**src/rtl/asconp_iter_lut_pkg.sv**
```systemverilog
// Shared types, constants and helpers for the iterative Ascon permutation core.
package asconp_pkg;

  localparam int unsigned MAX_ROUNDS = 12;

  typedef struct packed {
    logic [63:0] x0;
    logic [63:0] x1;
    logic [63:0] x2;
    logic [63:0] x3;
    logic [63:0] x4;
  } asconp_state_t;

  typedef logic [0:31][4:0] sbox_t;

  typedef enum logic [1:0] {
    IDLE,
    RUN,
    DONE
  } asconp_fsm_t;

  localparam sbox_t SBOX_DEFAULT = '{
    5'h04, 5'h0b, 5'h1f, 5'h14, 5'h1a, 5'h15, 5'h09, 5'h02,
    5'h1b, 5'h05, 5'h08, 5'h12, 5'h1d, 5'h03, 5'h06, 5'h1c,
    5'h1e, 5'h13, 5'h07, 5'h0e, 5'h00, 5'h0d, 5'h11, 5'h18,
    5'h10, 5'h0c, 5'h01, 5'h19, 5'h16, 5'h0a, 5'h0f, 5'h17
  };

  function automatic logic [7:0] rc(input logic [3:0] r);
    return {4'hF - r, r};
  endfunction

  function automatic logic [63:0] ror64(input logic [63:0] x, input int unsigned n);
    return (x >> n) | (x << (64 - n));
  endfunction

endpackage

```
**src/rtl/asconp_iter_lut_if.sv**
```systemverilog
// Handshake, state and LUT-programming bundle between mode controller and permutation core.
interface asconp_iter_lut_if;
  logic        start_i;
  logic [3:0]  rounds_i;
  logic [63:0] x0_i, x1_i, x2_i, x3_i, x4_i;
  logic        ready_o;
  logic        valid_o;
  logic        out_ack_i;
  logic [63:0] x0_o, x1_o, x2_o, x3_o, x4_o;
  logic        sbox_we_i;
  logic [4:0]  sbox_addr_i;
  logic [4:0]  sbox_data_i;
  logic        sbox_err_o;

  modport master (
    output start_i, rounds_i, x0_i, x1_i, x2_i, x3_i, x4_i, out_ack_i,
    output sbox_we_i, sbox_addr_i, sbox_data_i,
    input  ready_o, valid_o, x0_o, x1_o, x2_o, x3_o, x4_o, sbox_err_o
  );

  modport slave (
    input  start_i, rounds_i, x0_i, x1_i, x2_i, x3_i, x4_i, out_ack_i,
    input  sbox_we_i, sbox_addr_i, sbox_data_i,
    output ready_o, valid_o, x0_o, x1_o, x2_o, x3_o, x4_o, sbox_err_o
  );
endinterface

```
**src/rtl/asconp_iter_lut_round.sv**
```systemverilog
// One combinational Ascon round using a supplied S-box table; bypass when not enabled.
module asconp_round
  import asconp_pkg::*;
(
  input  asconp_state_t s_in,
  input  logic [3:0]    r,
  input  logic          en,
  input  sbox_t         lut,
  output asconp_state_t s_out
);

  asconp_state_t c, s, l;
  logic [4:0]    idx, sv;

  always_comb begin
    c    = s_in;
    c.x2 = s_in.x2 ^ {56'd0, rc(r)};
    s    = '0;
    idx  = '0;
    sv   = '0;
    // Bit-sliced substitution: column i of the five words forms one LUT address.
    for (int unsigned i = 0; i < 64; i++) begin
      idx     = {c.x0[i], c.x1[i], c.x2[i], c.x3[i], c.x4[i]};
      sv      = lut[idx];
      s.x0[i] = sv[4];
      s.x1[i] = sv[3];
      s.x2[i] = sv[2];
      s.x3[i] = sv[1];
      s.x4[i] = sv[0];
    end
    l    = '0;
    l.x0 = s.x0 ^ ror64(s.x0, 19) ^ ror64(s.x0, 28);
    l.x1 = s.x1 ^ ror64(s.x1, 61) ^ ror64(s.x1, 39);
    l.x2 = s.x2 ^ ror64(s.x2, 1)  ^ ror64(s.x2, 6);
    l.x3 = s.x3 ^ ror64(s.x3, 10) ^ ror64(s.x3, 17);
    l.x4 = s.x4 ^ ror64(s.x4, 7)  ^ ror64(s.x4, 41);
    s_out = en ? l : s_in;
  end

endmodule

```
**src/rtl/asconp_iter_lut.sv**
```systemverilog
// Iterative Ascon permutation: 1..12 rounds, UROL rounds per clock, reprogrammable S-box LUT.
module asconp_iter_lut
  import asconp_pkg::*;
#(
  parameter int unsigned UROL       = 1,
  parameter bit          SBOX_WR_EN = 1'b1
) (
  input logic              clk,
  input logic              rst,
  asconp_iter_lut_if.slave bus
);

  localparam logic [3:0] UROL_W = 4'(UROL);
  localparam logic [3:0] MAX_W  = 4'(MAX_ROUNDS);

  asconp_fsm_t   fsm_q;
  asconp_state_t st_q;
  asconp_state_t chain [UROL+1];
  sbox_t         lut_q;
  logic [3:0]    r_q, rem_q, r_cnt, k;
  logic          ready_q, valid_q, err_q;

  assign r_cnt    = (bus.rounds_i > MAX_W) ? MAX_W : bus.rounds_i;
  assign k        = (rem_q < UROL_W) ? rem_q : UROL_W;
  assign chain[0] = st_q;

  // Stage j is live only while j rounds remain; trailing stages pass the state through.
  for (genvar j = 0; j < UROL; j++) begin : g_round
    asconp_round u_round (
      .s_in  (chain[j]),
      .r     (r_q + 4'(j)),
      .en    (4'(j) < rem_q),
      .lut   (lut_q),
      .s_out (chain[j+1])
    );
  end

  always_ff @(posedge clk) begin
    if (rst) begin
      fsm_q   <= IDLE;
      ready_q <= 1'b1;
      valid_q <= 1'b0;
      err_q   <= 1'b0;
      st_q    <= '0;
      r_q     <= '0;
      rem_q   <= '0;
      lut_q   <= SBOX_DEFAULT;
    end else begin
      err_q <= 1'b0;
      if (bus.sbox_we_i) begin
        if (fsm_q == IDLE) begin
          if (SBOX_WR_EN) lut_q[bus.sbox_addr_i] <= bus.sbox_data_i;
        end else begin
          err_q <= 1'b1;
        end
      end
      case (fsm_q)
        IDLE: begin
          if (bus.start_i) begin
            st_q    <= {bus.x0_i, bus.x1_i, bus.x2_i, bus.x3_i, bus.x4_i};
            r_q     <= MAX_W - r_cnt;
            rem_q   <= r_cnt;
            ready_q <= 1'b0;
            if (r_cnt == 4'd0) begin
              fsm_q   <= DONE;
              valid_q <= 1'b1;
            end else begin
              fsm_q <= RUN;
            end
          end
        end
        RUN: begin
          st_q  <= chain[UROL];
          r_q   <= r_q + k;
          rem_q <= rem_q - k;
          if (rem_q <= UROL_W) begin
            fsm_q   <= DONE;
            valid_q <= 1'b1;
          end
        end
        DONE: begin
          if (bus.out_ack_i) begin
            fsm_q   <= IDLE;
            valid_q <= 1'b0;
            ready_q <= 1'b1;
          end
        end
        default: fsm_q <= IDLE;
      endcase
    end
  end

  assign bus.ready_o    = ready_q;
  assign bus.valid_o    = valid_q;
  assign bus.sbox_err_o = err_q;
  assign bus.x0_o       = st_q.x0;
  assign bus.x1_o       = st_q.x1;
  assign bus.x2_o       = st_q.x2;
  assign bus.x3_o       = st_q.x3;
  assign bus.x4_o       = st_q.x4;

endmodule

```
**src/flat_wrapper.sv**
```systemverilog
// flat-port wrapper written by rule: the top's interface ports become plain ports
module asconp_iter_lut_flat import asconp_pkg::*;
#(
  parameter int unsigned UROL       = 1,
  parameter bit          SBOX_WR_EN = 1'b1
)
  (clk, rst, bus_start_i, bus_rounds_i, bus_x0_i, bus_x1_i, bus_x2_i, bus_x3_i, bus_x4_i, bus_out_ack_i, bus_sbox_we_i, bus_sbox_addr_i, bus_sbox_data_i, bus_ready_o, bus_valid_o, bus_x0_o, bus_x1_o, bus_x2_o, bus_x3_o, bus_x4_o, bus_sbox_err_o);
  asconp_iter_lut_if bus_i ();
  input logic clk;
  input logic rst;
  input wire logic [$bits(bus_i.start_i)-1:0] bus_start_i;
  input wire logic [$bits(bus_i.rounds_i)-1:0] bus_rounds_i;
  input wire logic [$bits(bus_i.x0_i)-1:0] bus_x0_i;
  input wire logic [$bits(bus_i.x1_i)-1:0] bus_x1_i;
  input wire logic [$bits(bus_i.x2_i)-1:0] bus_x2_i;
  input wire logic [$bits(bus_i.x3_i)-1:0] bus_x3_i;
  input wire logic [$bits(bus_i.x4_i)-1:0] bus_x4_i;
  input wire logic [$bits(bus_i.out_ack_i)-1:0] bus_out_ack_i;
  input wire logic [$bits(bus_i.sbox_we_i)-1:0] bus_sbox_we_i;
  input wire logic [$bits(bus_i.sbox_addr_i)-1:0] bus_sbox_addr_i;
  input wire logic [$bits(bus_i.sbox_data_i)-1:0] bus_sbox_data_i;
  output wire logic [$bits(bus_i.ready_o)-1:0] bus_ready_o;
  output wire logic [$bits(bus_i.valid_o)-1:0] bus_valid_o;
  output wire logic [$bits(bus_i.x0_o)-1:0] bus_x0_o;
  output wire logic [$bits(bus_i.x1_o)-1:0] bus_x1_o;
  output wire logic [$bits(bus_i.x2_o)-1:0] bus_x2_o;
  output wire logic [$bits(bus_i.x3_o)-1:0] bus_x3_o;
  output wire logic [$bits(bus_i.x4_o)-1:0] bus_x4_o;
  output wire logic [$bits(bus_i.sbox_err_o)-1:0] bus_sbox_err_o;
  assign bus_i.start_i = bus_start_i;
  assign bus_i.rounds_i = bus_rounds_i;
  assign bus_i.x0_i = bus_x0_i;
  assign bus_i.x1_i = bus_x1_i;
  assign bus_i.x2_i = bus_x2_i;
  assign bus_i.x3_i = bus_x3_i;
  assign bus_i.x4_i = bus_x4_i;
  assign bus_i.out_ack_i = bus_out_ack_i;
  assign bus_i.sbox_we_i = bus_sbox_we_i;
  assign bus_i.sbox_addr_i = bus_sbox_addr_i;
  assign bus_i.sbox_data_i = bus_sbox_data_i;
  assign bus_ready_o = bus_i.ready_o;
  assign bus_valid_o = bus_i.valid_o;
  assign bus_x0_o = bus_i.x0_o;
  assign bus_x1_o = bus_i.x1_o;
  assign bus_x2_o = bus_i.x2_o;
  assign bus_x3_o = bus_i.x3_o;
  assign bus_x4_o = bus_i.x4_o;
  assign bus_sbox_err_o = bus_i.sbox_err_o;
  asconp_iter_lut #(.UROL(UROL), .SBOX_WR_EN(SBOX_WR_EN)) u_core (.clk(clk), .rst(rst), .bus(bus_i));
endmodule
```
**config.mk**
```make
export PLATFORM = sky130hd
export DESIGN_NAME = asconp_iter_lut_flat
export DESIGN_NICKNAME = d
export VERILOG_FILES = /design/src/rtl/asconp_iter_lut_pkg.sv /design/src/rtl/asconp_iter_lut_if.sv /design/src/rtl/asconp_iter_lut_round.sv /design/src/rtl/asconp_iter_lut.sv /design/src/flat_wrapper.sv
export SDC_FILE = /design/constraint.sdc
export NUM_CORES = 2
export LEC_CHECK = 0
export CAP_MARGIN = 20
export CORE_MARGIN = 10
export CORE_UTILIZATION = 30
export DETAILED_ROUTE_END_ITERATION = 8
export GPL_TIMING_DRIVEN = 1
export HOLD_SLACK_MARGIN = 0.08
export MAX_ROUTING_LAYER = met4
export PLACE_DENSITY = 0.49
export SYNTH_ARGS = -nofsm -noshare
export SYNTH_HDL_FRONTEND = slang
export SYNTH_SLANG_ARGS = --single-unit
```
**constraint.sdc**
```tcl
create_clock -name clk -period 3.6 [get_ports clk]
set_input_delay 0.72 -clock clk [delete_from_list [all_inputs] [get_ports clk]]
set_output_delay 0.72 -clock clk [all_outputs]
set_load 0.01 [all_outputs]
```
==> impl_results.rst <==
.. list-table::
   :header-rows: 1

   * - Metric
     - Value
   * - Leak Pwr
     - 43.5 nW
   * - Max IR drop VDD
     - 0.775 mV
   * - Number of stages on the worst hold path
     - 2
   * - Worst reg2reg path depth
     - 8
   * - Port Buffers
     - 661
   * - Tot GR Track Use
     - 42.0%
   * - Overall via count from detail_route
     - about 110k
   * - Number of antenna-violating nets in the routed design
     - 0
   * - Leading post-synthesis cells by cell area
     - mux4_2 65%, dfxtp_1 9.0%, clkbuf_1 5.2%
   * - Vias in the first global route
     - 106k
   * - Setup crit start kind
     - register
   * - Fraction of registers with async set/reset
     - 0%
   * - Portion of the post-synthesis area used by sequential elements
     - 8.98%
   * - Violations in the final reports
     - setup timing
   * - Hold buffer count at CTS
     - 0
   * - Xor/xnor cell area share of the yosys netlist
     - 5.21%
   * - Mean Syn Cell Area
     - 13.2 um2
   * - Num ports
     - 662
   * - Routability-driven placement congestion ratio
     - between 1 and 1.5
   * - Total area of multi-input combinational cells
     - 91300 um2
   * - Slew Viols, Final
     - 0
   * - Clk buf depth
     - 4
   * - RR Endpoint
     - u_core.bus.x3_o[53]$_SDFFE_PP0P_
   * - Worst Hold Class
     - in -> reg
   * - Crit-path leading delay family
     - multiplexers
   * - Reg area
     - 10400 um2
   * - Power per cell area
     - 1020 nW/um2
   * - Final #Nets
     - slightly above 9k
   * - Total clock buffers created by CTS
     - 87
   * - Combinational family with the most area after synthesis
     - multiplexers
   * - Post-synthesis simple-gate area fraction
     - under 10%
   * - Crit-path slowest cell
     - mux2i_2
   * - Routed WL per cell
     - around 60 um
   * - Clk Latency, worst-skew pair
     - approximately 950 ps
   * - Count leader, synth
     - mux4_2
   * - Final total power
     - 139 mW
   * - Primary FF master, synth
     - dfxtp_1
   * - Worst max-slew margin expressed relative to the limit
     - 7.58%
   * - Hold Crit Endpoint
     - u_core.lut_q[131]$_SDFFE_PP0P_
   * - Clock transition at the register clock pins on the worst setup and hold paths after CTS
     - 60 ps
   * - Gr ovfl total
     - 0
   * - Number of iterations in the first detailed-routing pass
     - 9
   * - Worst clock skew on the final layout
     - 113 ps
   * - Leading cell types by count after synthesis
     - 3193 x mux4_2, 1509 x clkbuf_1, 633 x xnor2_1
   * - CTS tree
     - built
   * - Endpoint kind of the worst setup timing path
     - register
   * - Clock Tree Root
     - clkbuf_16
   * - Compound-cell area share of the yosys netlist
     - approximately 4%
   * - Data required time of the worst path
     - 4320 ps
   * - Avg Vias per Cell
     - 8.06
   * - Number of remaining DRC errors
     - 0
   * - Effective utilization at floorplan
     - 30.1%
   * - Transition time at the pin with the least slew margin
     - 1390 ps
   * - Finished layout cell area
     - 137000 um2
   * - Number of H-tree branching levels
     - 3
   * - Final setup viols
     - 38
   * - Hold path startpoint
     - rst
   * - Fill cell total of the finished layout
     - 34.4k
   * - Die area
     - 391000 um2
   * - Highest clock rate
     - between 200 and 300 MHz
   * - Worst-path cell chain
     - buf_12 > buf_4 > mux4_2 > mux4_2 > mux2i_2 > xnor2_1 > xnor2_1 > o22ai_1
   * - Largest net degree at the start of global routing
     - 130
   * - Largest fanout on the critical path
     - 30
   * - Critical path buffer and inverter count
     - 2
   * - Number of enable flip-flop cells after synthesis
     - 0
   * - Worst R2R Setup Slack
     - -230 ps
   * - Core area
     - 365000 um2
   * - Delay of the slowest cell on the worst path
     - 560 ps
   * - Number of DRC markers in iteration 0
     - 23.0k
   * - Hpwl dp
     - 603000 um
   * - Seq cells post-synth
     - 493
   * - Status
     - finished, violations left
   * - Arithmetic-cell share of the synthesized area counting full adders, half adders and majority gates
     - 0.0751%
   * - Number of standard cells after synthesis
     - between 8k and 9k
   * - Post-synth top area cell
     - mux4_2
   * - Antenna violations before repair
     - 97
   * - Crit path setup slack, layout
     - -235 ps
   * - Netlist cell types
     - 55
   * - Final Hold Fails
     - 0
   * - Post-synthesis instance area
     - 110000 um2
   * - Hold slack
     - roughly 150 ps
   * - Wire length of the first global-routing pass
     - 1070000 um
   * - Total Routed Length
     - 827000 um
   * - Worst Path Class, Setup
     - reg -> reg
   * - Final min period
     - 3830 ps
   * - Fraction of synthesized area in multiplexers
     - 70.0%
   * - TritonCTS sink count
     - 493
   * - Area growth, synth to finish
     - 24.7%
   * - Placement Cell Area
     - between 100000 and 150000 um2
   * - Chip Width
     - between 600 and 700 um
   * - Count of yosys warnings during synthesis
     - 0
   * - Share of the clock period used by the worst path after layout
     - 107%
   * - Max Cap Viol
     - 0
   * - Area share of the leading cell type in the synthesized netlist
     - 65.4%
   * - Layout cells sized above 1
     - 65.6%
   * - Worst reg2reg path startpoint
     - u_core.lut_q[151]$_SDFFE_PP1P_
   * - Die height
     - roughly 630 um
   * - Crit path arrival time
     - 4560 ps
   * - Total number of placement rows
     - ~220
==> routing by layer <==
| layer | global-route usage [%] | share of wire (%) |
|---|---|---|
| met2 | 55.0 | 39 |
| met3 | 24.0 | 18 |
| met1 | 44.9 | 31 |
| met4 | 36.0 | 12 |
| met5 | - | 0 |
==> layout by cell type, fill, tap and decap left out, types with 204 or more instances in the layout <==
master / instances
a21oi_1: 346
and3_1: 330
buf_12: 436
buf_4: 1376
clkdlybuf4s50_1: 658
dfxtp_1: 204
dfxtp_2: 238
mux2i_2: 266
mux4_2: 3193
o22ai_1: 318
xnor2_1: 610
==> power by group <==
part           total [mW]  switching, mW  internal (mW)
registers            12.2           5.58           6.62
clock network        9.73           4.10           5.63
logic                 117           62.6           54.8
==> cell type report <==
class                      instances  share of cell area, %
antenna                          113                  0.206
clock buffer                     121                   1.82
clock inverter                    34                  0.380
inverter                          20                 0.0548
multi-input combinational       5664                   66.6
sequential                       493                   7.56
tap                             4816                   4.40
timing repair buffer            2490                   18.9
==> kinds of logic after synthesis <==
| group | after synthesis |
|---|---|
| buffers and inverters | 2198 |
| adders and majority gates | 6 |
| DFF | 493 |
| and+or+nand+nor | 667 |
| AOI/OAI and AO/OA | 764 |
| other | 2 |
| muxes | 3575 |
| xor gates and xnor gates | 649 |
==> per-stage QoR <==
step	TNS, ps	std cells	utilization [%]	setup WS [ps]
4_1_cts	0	13600	37.4	5.43
3_5_place_dp	-5250	13500	36.5	-602
6_report	-2470	13800	37.5	-235
2_1_floorplan	0	8355	-	818
3_3_place_gp	-8040	13500	36.4	-715
5_1_grt	-6.77	13700	37.5	-6.77
==> timing repair <==
action / in CTS / in global routing
pin swaps: 1 / 2
setup buffers: 3 / 3
endpoints found under the setup margin: 26 / 25
resized for setup: 22 / 25
==> worst max path at each step <==
stage,end,slack (ps),depth (start not counted),startpoint
global placement,u_core.bus.x3_o[3]$_SDFFE_PP0P_,-710,9,u_core.bus.x2_o[13]$_SDFFE_PP0P_
detailed placement,u_core.bus.x4_o[10]$_SDFFE_PP0P_,-600,7,u_core.bus.x3_o[10]$_SDFFE_PP0P_
finish,u_core.bus.x3_o[53]$_SDFFE_PP0P_,-230,8,u_core.lut_q[151]$_SDFFE_PP1P_
floorplan,u_core.bus.x0_o[6]$_SDFFE_PP0P_,820,9,u_core.bus.x3_o[34]$_SDFFE_PP0P_
global route,u_core.bus.x3_o[11]$_SDFFE_PP0P_,-7,11,u_core.lut_q[131]$_SDFFE_PP0P_
CTS,u_core.bus.x3_o[18]$_SDFFE_PP0P_,5,9,u_core.lut_q[21]$_SDFFE_PP0P_
==> registers in the layout, indices dropped and copies added (netlist names) <==
register and flops:
u_core.fsm_q 2, u_core.bus.sbox_err_o 1, u_core.bus.x0_o 64, u_core.bus.x3_o 64, u_core.bus.x1_o 64, u_core.bus.ready_o 1
u_core.bus.x2_o 64, u_core.lut_q 160, u_core.bus.x4_o 64, u_core.bus.valid_o 1, u_core.rem_q 4, u_core.r_q 4
No activity file was read; power rests on OpenSTA's default activity.
